**config.mk**
```make
export PLATFORM = sky130hd
export DESIGN_NAME = stream_upsizer_flat
export DESIGN_NICKNAME = d
export VERILOG_FILES = /design/src/rtl/stream_upsizer_if.sv /design/src/rtl/stream_upsizer.sv /design/src/flat_wrapper.sv
export SDC_FILE = /design/constraint.sdc
export NUM_CORES = 1
export LEC_CHECK = 0
export ABC_CLOCK_PERIOD_IN_PS = 2350
export BUFFER_PORTS_ARGS = -buffer_cell sky130_fd_sc_hd__buf_4
export CAP_MARGIN = 20
export CORE_MARGIN = 4
export CORE_UTILIZATION = 55
export CTS_CLUSTER_DIAMETER = 60
export DETAILED_ROUTE_END_ITERATION = 16
export GPL_TIMING_DRIVEN = 0
export HOLD_SLACK_MARGIN = 0.06
export PLACE_DENSITY = 0.79
export SLEW_MARGIN = 0
export SYNTH_ARGS = -nofsm -noshare
export SYNTH_HDL_FRONTEND = slang
export SYNTH_SLANG_ARGS = --single-unit
export TNS_END_PERCENT = 50
```
**constraint.sdc**
```tcl
create_clock -name clk -period 2.35 [get_ports clk]
set_input_delay 0.1175 -clock clk [delete_from_list [all_inputs] [get_ports clk]]
set_output_delay 0.1175 -clock clk [all_outputs]
set_load 0.02 [all_outputs]
```
**src/rtl/stream_upsizer_if.sv**
```systemverilog
// Narrow-in / wide-out stream bundle for the upsizer: 8-bit style beats in,
// RATIO-lane packed words with keep/last out.
interface stream_upsizer_if #(
    parameter int IN_W  = 8,
    parameter int RATIO = 4
);
    localparam int OUT_W = IN_W * RATIO;

    logic [IN_W-1:0]  in_data;
    logic             in_valid;
    logic             in_last;
    logic             in_ready;
    logic [OUT_W-1:0] out_data;
    logic [RATIO-1:0] out_keep;
    logic             out_last;
    logic             out_valid;
    logic             out_ready;

    modport master (
        output in_data, in_valid, in_last, out_ready,
        input  in_ready, out_data, out_keep, out_last, out_valid
    );

    modport slave (
        input  in_data, in_valid, in_last, out_ready,
        output in_ready, out_data, out_keep, out_last, out_valid
    );
endinterface

```
**src/rtl/stream_upsizer.sv**
```systemverilog
// Packs RATIO narrow beats little-endian into one registered wide word; in_last
// closes a short word early and the keep mask marks the lanes actually filled.
module stream_upsizer #(
    parameter int IN_W  = 8,
    parameter int RATIO = 4
) (
    input  logic            clk,
    input  logic            rst_n,
    stream_upsizer_if.slave bus
);
    localparam int OUT_W = IN_W * RATIO;
    localparam int CNT_W = (RATIO > 2) ? $clog2(RATIO) : 1;
    localparam logic [CNT_W-1:0] LAST_LANE = CNT_W'(RATIO - 1);

    logic [CNT_W-1:0]             cnt_r;
    logic [RATIO-2:0][IN_W-1:0]   acc_r;
    logic [OUT_W-1:0]             out_data_r;
    logic [RATIO-1:0]             out_keep_r;
    logic                         out_last_r;
    logic                         out_valid_r;

    logic                         slot_free_s;
    logic                         completing_s;
    logic                         in_ready_s;
    logic                         accept_s;
    logic                         load_s;
    logic [OUT_W-1:0]             acc_ext_s;
    logic [OUT_W-1:0]             word_s;
    logic [RATIO-1:0]             keep_s;

    // Handshake decode: a stalled output only blocks the beat that would complete a word.
    always_comb begin
        slot_free_s  = !out_valid_r || bus.out_ready;
        completing_s = (cnt_r == LAST_LANE) || bus.in_last;
        in_ready_s   = rst_n && (slot_free_s || !completing_s);
        accept_s     = bus.in_valid && in_ready_s;
        load_s       = accept_s && completing_s;
    end

    // Assemble the candidate word: buffered lanes below cnt, the live beat at cnt, zeros above.
    always_comb begin
        acc_ext_s = {{IN_W{1'b0}}, acc_r};
        word_s    = {OUT_W{1'b0}};
        keep_s    = {RATIO{1'b0}};
        for (int k = 0; k < RATIO; k++) begin
            if (CNT_W'(k) < cnt_r) begin
                word_s[k*IN_W +: IN_W] = acc_ext_s[k*IN_W +: IN_W];
                keep_s[k]              = 1'b1;
            end else if (CNT_W'(k) == cnt_r) begin
                word_s[k*IN_W +: IN_W] = bus.in_data;
                keep_s[k]              = 1'b1;
            end else begin
                word_s[k*IN_W +: IN_W] = {IN_W{1'b0}};
                keep_s[k]              = 1'b0;
            end
        end
    end

    // Lane counter and accumulator for the partial word.
    always_ff @(posedge clk) begin
        if (!rst_n) begin
            cnt_r <= {CNT_W{1'b0}};
            acc_r <= {((RATIO-1)*IN_W){1'b0}};
        end else if (accept_s) begin
            if (completing_s) begin
                cnt_r <= {CNT_W{1'b0}};
            end else begin
                cnt_r <= cnt_r + CNT_W'(1);
                for (int k = 0; k < RATIO - 1; k++) begin
                    if (cnt_r == CNT_W'(k)) begin
                        acc_r[k] <= bus.in_data;
                    end
                end
            end
        end
    end

    // Output word register: reload wins over drain so back-to-back words have no bubble.
    always_ff @(posedge clk) begin
        if (!rst_n) begin
            out_data_r  <= {OUT_W{1'b0}};
            out_keep_r  <= {RATIO{1'b0}};
            out_last_r  <= 1'b0;
            out_valid_r <= 1'b0;
        end else if (load_s) begin
            out_data_r  <= word_s;
            out_keep_r  <= keep_s;
            out_last_r  <= bus.in_last;
            out_valid_r <= 1'b1;
        end else if (out_valid_r && bus.out_ready) begin
            out_valid_r <= 1'b0;
        end
    end

    assign bus.in_ready  = in_ready_s;
    assign bus.out_data  = out_data_r;
    assign bus.out_keep  = out_keep_r;
    assign bus.out_last  = out_last_r;
    assign bus.out_valid = out_valid_r;
endmodule
```
**src/flat_wrapper.sv**
```systemverilog
// flat-port wrapper written by rule: the top's interface ports become plain ports
module stream_upsizer_flat 
#(
    parameter int IN_W  = 8,
    parameter int RATIO = 4
)
  (clk, rst_n, bus_in_data, bus_in_valid, bus_in_last, bus_out_ready, bus_in_ready, bus_out_data, bus_out_keep, bus_out_last, bus_out_valid);
  stream_upsizer_if #(.IN_W(IN_W), .RATIO(RATIO)) bus_i ();
  input  logic clk;
  input  logic rst_n;
  input wire logic [$bits(bus_i.in_data)-1:0] bus_in_data;
  input wire logic [$bits(bus_i.in_valid)-1:0] bus_in_valid;
  input wire logic [$bits(bus_i.in_last)-1:0] bus_in_last;
  input wire logic [$bits(bus_i.out_ready)-1:0] bus_out_ready;
  output wire logic [$bits(bus_i.in_ready)-1:0] bus_in_ready;
  output wire logic [$bits(bus_i.out_data)-1:0] bus_out_data;
  output wire logic [$bits(bus_i.out_keep)-1:0] bus_out_keep;
  output wire logic [$bits(bus_i.out_last)-1:0] bus_out_last;
  output wire logic [$bits(bus_i.out_valid)-1:0] bus_out_valid;
  assign bus_i.in_data = bus_in_data;
  assign bus_i.in_valid = bus_in_valid;
  assign bus_i.in_last = bus_in_last;
  assign bus_i.out_ready = bus_out_ready;
  assign bus_in_ready = bus_i.in_ready;
  assign bus_out_data = bus_i.out_data;
  assign bus_out_keep = bus_i.out_keep;
  assign bus_out_last = bus_i.out_last;
  assign bus_out_valid = bus_i.out_valid;
  stream_upsizer #(.IN_W(IN_W), .RATIO(RATIO)) u_core (.clk(clk), .rst_n(rst_n), .bus(bus_i));
endmodule
```
==> summary.md, run 1 <==
| Metric | Value |
|---|---|
| Status | finished clean |
| Layout area overhead | 24.9% |
| Total vias in the final route | about 2500 |
| Cells after Synth | 290 |
| Number of setup buffers added after CTS | 0 |
| Io pins | 52 |
| Sequential share of the synthesized area | 46.5% |
| CP Buf/Inv Count | 2 |
| Final period utilization | 89.2% |
| Seq cells post-synth | 64 |
| Iteration count of the initial detailed-routing pass | 5 |
| Crit Path Max Fanout | 11 |
| Initial drt markers | 241 |
| Netlist cell types | 37 |
| CTS Buf Count | 9 |
| Layout cells sized above 1 | around 22% |
| Post-synthesis adder-cell area fraction | 1.82% |
| DP HPWL | ~4.7 mm |
| Hold Crit Endpoint | u_core.bus.out_data[29] |
| WP data required | roughly 2.2 ns |
| Total core area | 4790 um^2 |
| CTS clock-pin slew for the worst setup and hold paths | approximately 0.07 ns |
| CP arrival | 1.98 ns |
| Vias in the first global route | between 2000 and 2500 |
| Fin worst setup slack | about 0.25 ns |
| Crit Reg-Reg Startpoint | u_core.cnt_r[1] |
| Syn_area_per_cell | 9.50 um^2 |
| CP dominant cell by count | nor2_1 |
| Post-synthesis compound-gate area fraction | 17.7% |
| CP startpoint kind | flip-flop |
| Initial antenna violation count | 0 |
| Max incr delay on CP | 0.42 ns |
| TritonCTS clock tree | yes |
| Tightest Hold Check Type | in2reg |
| # setup viols final | 0 |
| Hold Vio Cnt, Final | 0 |
| Slew Viols, Final | 0 |
| Hold path start | bus_in_data[5] |
| Largest net degree at the start of global routing | 12 |
| Total power | 2.32 mW |
| Worst skew pair latency | 0.34 ns |
| RSZ-0062 raised after global routing | false |
| XOR/XNOR share of the synthesized area | 0% |
| DRC | 0 |
| Setup crit end kind | primary output |
| DIE WIDTH | 78.8 um |
| Die area | 6200 um^2 |
| Synth Net Count | just over 300 |
| Dpl ws | roughly 0.22 ns |
| Worst R2R Setup Slack | 0.37 ns |
| Mux share of post-synthesis cell area | 12.0% |
| Peak VDD IR | 0.403 mV |
| GP Congestion | about 0.8 |
| Synth Area in Simple Gates | between 15 and 20% |
| Global-route wire length before repair | 11.5 mm |
| Vert. Die Dim | 78.8 um |
| Relative slew slack | 60.4% |
| Ant diodes | 0 |
| Max Clock Freq | approximately 0.48 GHz |
| Clock Tree Buf Depth | 2 |
| YS warnings | 0 |
| Worst-path cell chain | ha_1 -> nor2_1 -> clkbuf_1 -> nor2_1 -> nor2_1 -> buf_4 |
| Synth Cell Area | 2750 um^2 |
| H-tree Lvls | 3 |
| Max-cap violations | 0 |
| Slowest CP cell | clkbuf_1 |
| Aggregate negative setup slack | 0 ns |
| NumNets Final | 370 |
| Root buffer cell | clkbuf_8 |
| DR WL/cell | approximately 16 um |
| Ys async rst share | 0% |
| Dominant synthesized flop cell | dfxtp_1 |
| Gr ovfl total | 0 |
| Leak | around 1.5 nW |
| Largest family of logic cells by synthesized area | compound AO/OA/AOI/OAI gates |
| Design Area, Final | 3440 um^2 |
| Crit-path leading delay family | buffers and inverters |
| EDFF count, synth | 0 |
| CTS sink cnt | 64 |
| Antenna viol nets, final | 0 |
| R2r endpoint | u_core.acc_ext_s[6] |
| Initial Util | a little under three fifths |
| Skew final | roughly 0.0063 ns |
| Worst-margin pin slew | 0.591 ns |
| Hold path depth | 2 |
| FP Rows | 25 |
| Tmin final | between 2 and 2.5 ns |
| PortBufs | 49 |
| Worst r2r path cells | 6 |
| Power density over the cells | 674 nW/um^2 |
| Gr usage total | 24.2% |
| Final WL | 6.98 mm |
| Placed inst area | 3210 um^2 |
| Vias/cell | 5.80 |
| WS Path Type | reg2out |
==> repair_timing <==
item | in CTS | in global routing
endpoints found under the setup margin | 0 | 8
resized for setup | 0 | 0
hold endpoints to repair | 4 | 0
hold buffers | 4 | 0
==> worst reg2reg max path, cell delays in order, from the launching register on <==
cell     delay (ns)
dfxtp_1        0.39
inv_1          0.33
ha_1           0.21
buf_2          0.27
and4_1         0.23
buf_2          0.25
mux2i_1        0.23
==> cell usage in the layout (no fill, tap or decap), types with 3 or more instances in the layout <==
master and count:
buf_2 6, ha_1 4, and3b_1 8, nor2_1 3, o311ai_0 16, a31oi_1 8
nand3_1 9, clkbuf_8 11, buf_4 50, and2_1 9, dlygate4sd3_1 4, mux2i_1 33
buf_6 3, clkbuf_1 16, o21ai_0 24, a21oi_1 12, dfxtp_1 64, inv_1 4
a32o_1 8, nand2_1 42
==> sequential cells by signal, indices dropped and copies added, names as in the netlist <==
signal and cells:
u_core.bus.out_valid 1, u_core.acc_ext_s 24, u_core.cnt_r 2, u_core.bus.out_data 32, u_core.bus.out_keep 4, u_core.bus.out_last 1
==> cells by family (layout without fill, tap and decap cells) <==
logic type / count (synthesis) / count (layout)
compound gates: 73 / 73
fa+ha+maj: 4 / 4
mux: 33 / 33
simple gates: 85 / 85
flops: 64 / 64
buf+inv: 31 / 99
==> cell usage after synthesis (all sizes together) (8+ instances only) <==
| cell | number | area, um^2 |
|---|---|---|
| buf | 12 | 78.8 |
| o21ai | 24 | 120 |
| mux2i | 33 | 330 |
| nand3 | 10 | 55.1 |
| and2 | 9 | 56.3 |
| dfxtp | 64 | 1280 |
| o311ai | 16 | 140 |
| a31oi | 8 | 50.1 |
| clkbuf | 15 | 56.3 |
| a21oi | 12 | 60.1 |
| and3b | 8 | 70.1 |
| a32o | 8 | 80.1 |
| nand2 | 43 | 164 |
==> through the flow <==
step / hold WS, ns / utilization, % / instances
finish: 0.0743 / 71.9 / 425
global placement: 0.400 / 67.0 / 406
CTS: 0.0658 / 72.0 / 426
floorplan: 0.243 / - / 290
detailed placement: 0.408 / 67.0 / 406
global route: 0.0820 / 71.9 / 425
==> metal layers <==
metal  routed length [um]  part of all wire, %  GRT usage, %
met5                    0                    0             0
met4                  168                  2.4          12.9
met3                  557                  8.0          3.85
met2                 3170                   45          36.5
met1                 3090                   44          33.0
==> report_power, final <==
group          internal [mW]  total, mW  switching (mW)
Combinational         0.0895      0.232           0.143
Sequential              1.11       1.13          0.0167
Clock                  0.545      0.960           0.414
Total                   1.74       2.32           0.574
==> worst max path at each step <==
stage / startpoint / end / slack [ns] / cells after the start
2_1_floorplan: u_core.cnt_r[1] / u_core.acc_ext_s[0] / 0.54 / 7
3_3_place_gp: u_core.cnt_r[1] / u_core.acc_ext_s[7] / 0.29 / 7
3_5_place_dp: u_core.cnt_r[1] / u_core.acc_ext_s[6] / 0.22 / 7
4_1_cts: u_core.cnt_r[1] / u_core.acc_ext_s[6] / 0.18 / 7
5_1_grt: u_core.cnt_r[1] / bus_in_ready / 0.11 / 6
6_report: u_core.cnt_r[1] / bus_in_ready / 0.25 / 6
==> cell type report <==
class	count	area [um^2]
clock inverter	3	40.0
tap	67	83.8
buffer	26	131
fill	381	1350
multi-input combinational	195	1320
timing repair buffer	53	408
sequential	64	1280
inverter	4	15.0
clock buffer	13	159
Note: power is estimated with default switching activity, not from simulation.
==> inputs of run 2 (changes only) <==
CORE_UTILIZATION = 57   (was 55)
CTS_BUF_LIST = sky130_fd_sc_hd__clkbuf_4 sky130_fd_sc_hd__clkbuf_8   (was unset)
PLACE_DENSITY = 0.82   (was 0.79)
==> summary.md, run 2 (synthesis gave the netlist of run 1 again) <==
| Metric | Value |
|---|---|
| Status | finished clean |
| Gr ovfl total | 0 (unchanged) |
| PortBufs | 49 (unchanged) |
| Fillers | 371 (-2.6%) |
| WP data required | 2.23 ns (about the same) |
| Tightest Hold Check Type | in2reg |
| Setup crit end kind | primary output |
| Fin cells | 415 (-2.4%) |
| Worst r2r path cells | 6 (unchanged) |
| Crit Path Max Fanout | 11 (unchanged) |
| NumNets Final | 373 (+0.81%) |
| Max Clock Freq | 0.485 GHz (+1.6%) |
| Hold path depth | 2 (unchanged) |
| Worst-margin pin slew | 0.624 ns (+0.0332 ns) |
| Vert. Die Dim | 77.5 um (-1.6%) |
| Root buffer cell | clkbuf_8 |
| Ant diodes | 0 (unchanged) |
| DIE WIDTH | 77.5 um (-1.6%) |
| CP startpoint kind | flip-flop |
| Final WL | 6.70 mm (-4.0%) |
| Max-cap violations | 0 (unchanged) |
| Power density over the cells | 641 nW/um^2 (-4.9%) |
| Max FFs per register | 32 (unchanged) |
| Vias/cell | 5.69 (-1.9%) |
| Skew final | 0.00785 ns (+0.00151 ns) |
| Initial drt markers | 135 (-44%) |
| CTS sink cnt | 64 (unchanged) |
| Fin worst setup slack | 0.287 ns (+0.0340 ns) |
| Slew Viols, Final | 0 (unchanged) |
| Design Area, Final | 3430 um^2 (-0.36%) |
| Layout area overhead | 24.5% |
| CTS Buf Count | 9 (unchanged) |
| Iteration count of the initial detailed-routing pass | 4 (-1) |
| RSZ-0062 raised after global routing | false |
| Placed inst area | 3190 um^2 (-0.51%) |
| Io pins | 52 (unchanged) |
| Total vias in the final route | 2360 (-4.2%) |
| Initial Util | 58.7% (+1.2 points) |
| Number of setup buffers added after CTS | 0 (unchanged) |
| Placed Cells | 393 (-3.2%) |
| Final period utilization | 87.8% (-1.4 points) |
| TritonCTS clock tree | yes |
| Post-cts resize count | 0 (unchanged) |
| Worst R2R Setup Slack | 0.40 ns (+0.03 ns) |
| Die area | 6010 um^2 (-3.1%) |
| Final core occ | 73.1% (+1.2 points) |
| Final hold slack | 0.0906 ns (+0.0162 ns) |
| CP arrival | 1.95 ns (-0.03 ns) |
| Tmin final | 2.06 ns (-0.0340 ns) |
| Antenna viol nets, final | 0 (unchanged) |
| Aggregate negative setup slack | 0 ns (unchanged) |
| Dpl ws | 0.232 ns (+0.0114 ns) |
| Layout cells sized above 1 | 22.4% (+0.37 points) |
| # setup viols final | 0 (unchanged) |
| Gr usage total | 23.6% (-0.55 points) |
| WS Path Type | reg2out |
| DRC | 0 (unchanged) |
| FP Rows | 25 (unchanged) |
| Initial antenna violation count | 0 (unchanged) |
| CTS clock-pin slew for the worst setup and hold paths | 0.07 ns (about the same) |
| Global-route wire length before repair | 11.0 mm (-4.1%) |
| Hold Vio Cnt, Final | 0 (unchanged) |
| DR WL/cell | 16.2 um (-1.7%) |
| Vias in the first global route | 2276 (-0.65%) |
| Relative slew slack | 58.2% (-2.2 points) |
| Clock Tree Buf Depth | 2 (unchanged) |
| DP HPWL | 4.76 mm (+1.4%) |
| Largest net degree at the start of global routing | 12 (unchanged) |
| Total power | 2.20 mW (-5.3%) |
| H-tree Lvls | 3 (unchanged) |
| Commonest non-fill, non-tap cell in the layout | dfxtp_1 |
| GP Congestion | 0.867 (+8.5%) |
| Commonest non-fill, non-tap cells in the layout | 64 x dfxtp_1, 50 x buf_4, 42 x nand2_1 |
| Worst skew pair latency | 0.35 ns (about the same) |
| Total core area | 4690 um^2 (-2.0%) |
| Leak | 1.50 nW (-0.20%) |
| Peak VDD IR | 0.518 mV (+29%) |
-- run 2: cell types whose count changed in the layout (fill, tap and decap cells not counted) --
cell           change
clkbuf_8           -1
clkinvlp_4         +2
clkbuf_1           -2
bufinv_16          -1
clkinv_2           +2
dlygate4sd3_1      +3
-- run 2: timing repair --
action | CTS | global route
hold buffers | 7 | 0
setup endpoints to repair | 0 | 1
endpoints found under the hold margin | 8 | 0
-- run 2: layer usage --
| metal | vias up | global-route usage [%] | part of all wire, % |
|---|---|---|---|
| met3 | 11 | 5.92 | 5.8 |
| met5 | - | 0 | 0 |
| met4 | 0 | 12.1 | 2.1 |
| li1 | 1185 | - | - |
| met1 | 1097 | 30.3 | 45 |
| met2 | 67 | 36.7 | 47 |
-- run 2: worst paths after layout --
kind                              to                    from
max                     bus_in_ready         u_core.cnt_r[1]
min          u_core.bus.out_data[29]          bus_in_data[5]
max reg2reg      u_core.acc_ext_s[4]         u_core.cnt_r[1]
min reg2reg   u_core.bus.out_keep[0]  u_core.bus.out_keep[0]
-- run 2: layout make-up --
cell class	count	area [um^2]	area share [%]
repair buffers	56	438	12.8
plain buffers	26	131	3.83
well taps	54	67.6	1.97
clock buffers	10	138	4.01
clock inverters	6	35.0	1.02
flip-flops and latches	64	1280	37.4
inverters	4	15.0	0.438
multi-input cells	195	1320	38.6
-- run 2: power by group --
part	total [mW]	internal, mW	switching [mW]
sequential	1.13	1.11	0.0163
combinational	0.232	0.0927	0.140
clock	0.838	0.403	0.435
total	2.20	1.61	0.591
-- run 2: critical path, cell delays in order, from the launching register on --
cell and delay, ns:
dfxtp_1 0.40, ha_1 0.25, nor2_1 0.20, clkbuf_1 0.40, nor2_1 0.09, nor2_1 0.10
buf_4 0.15
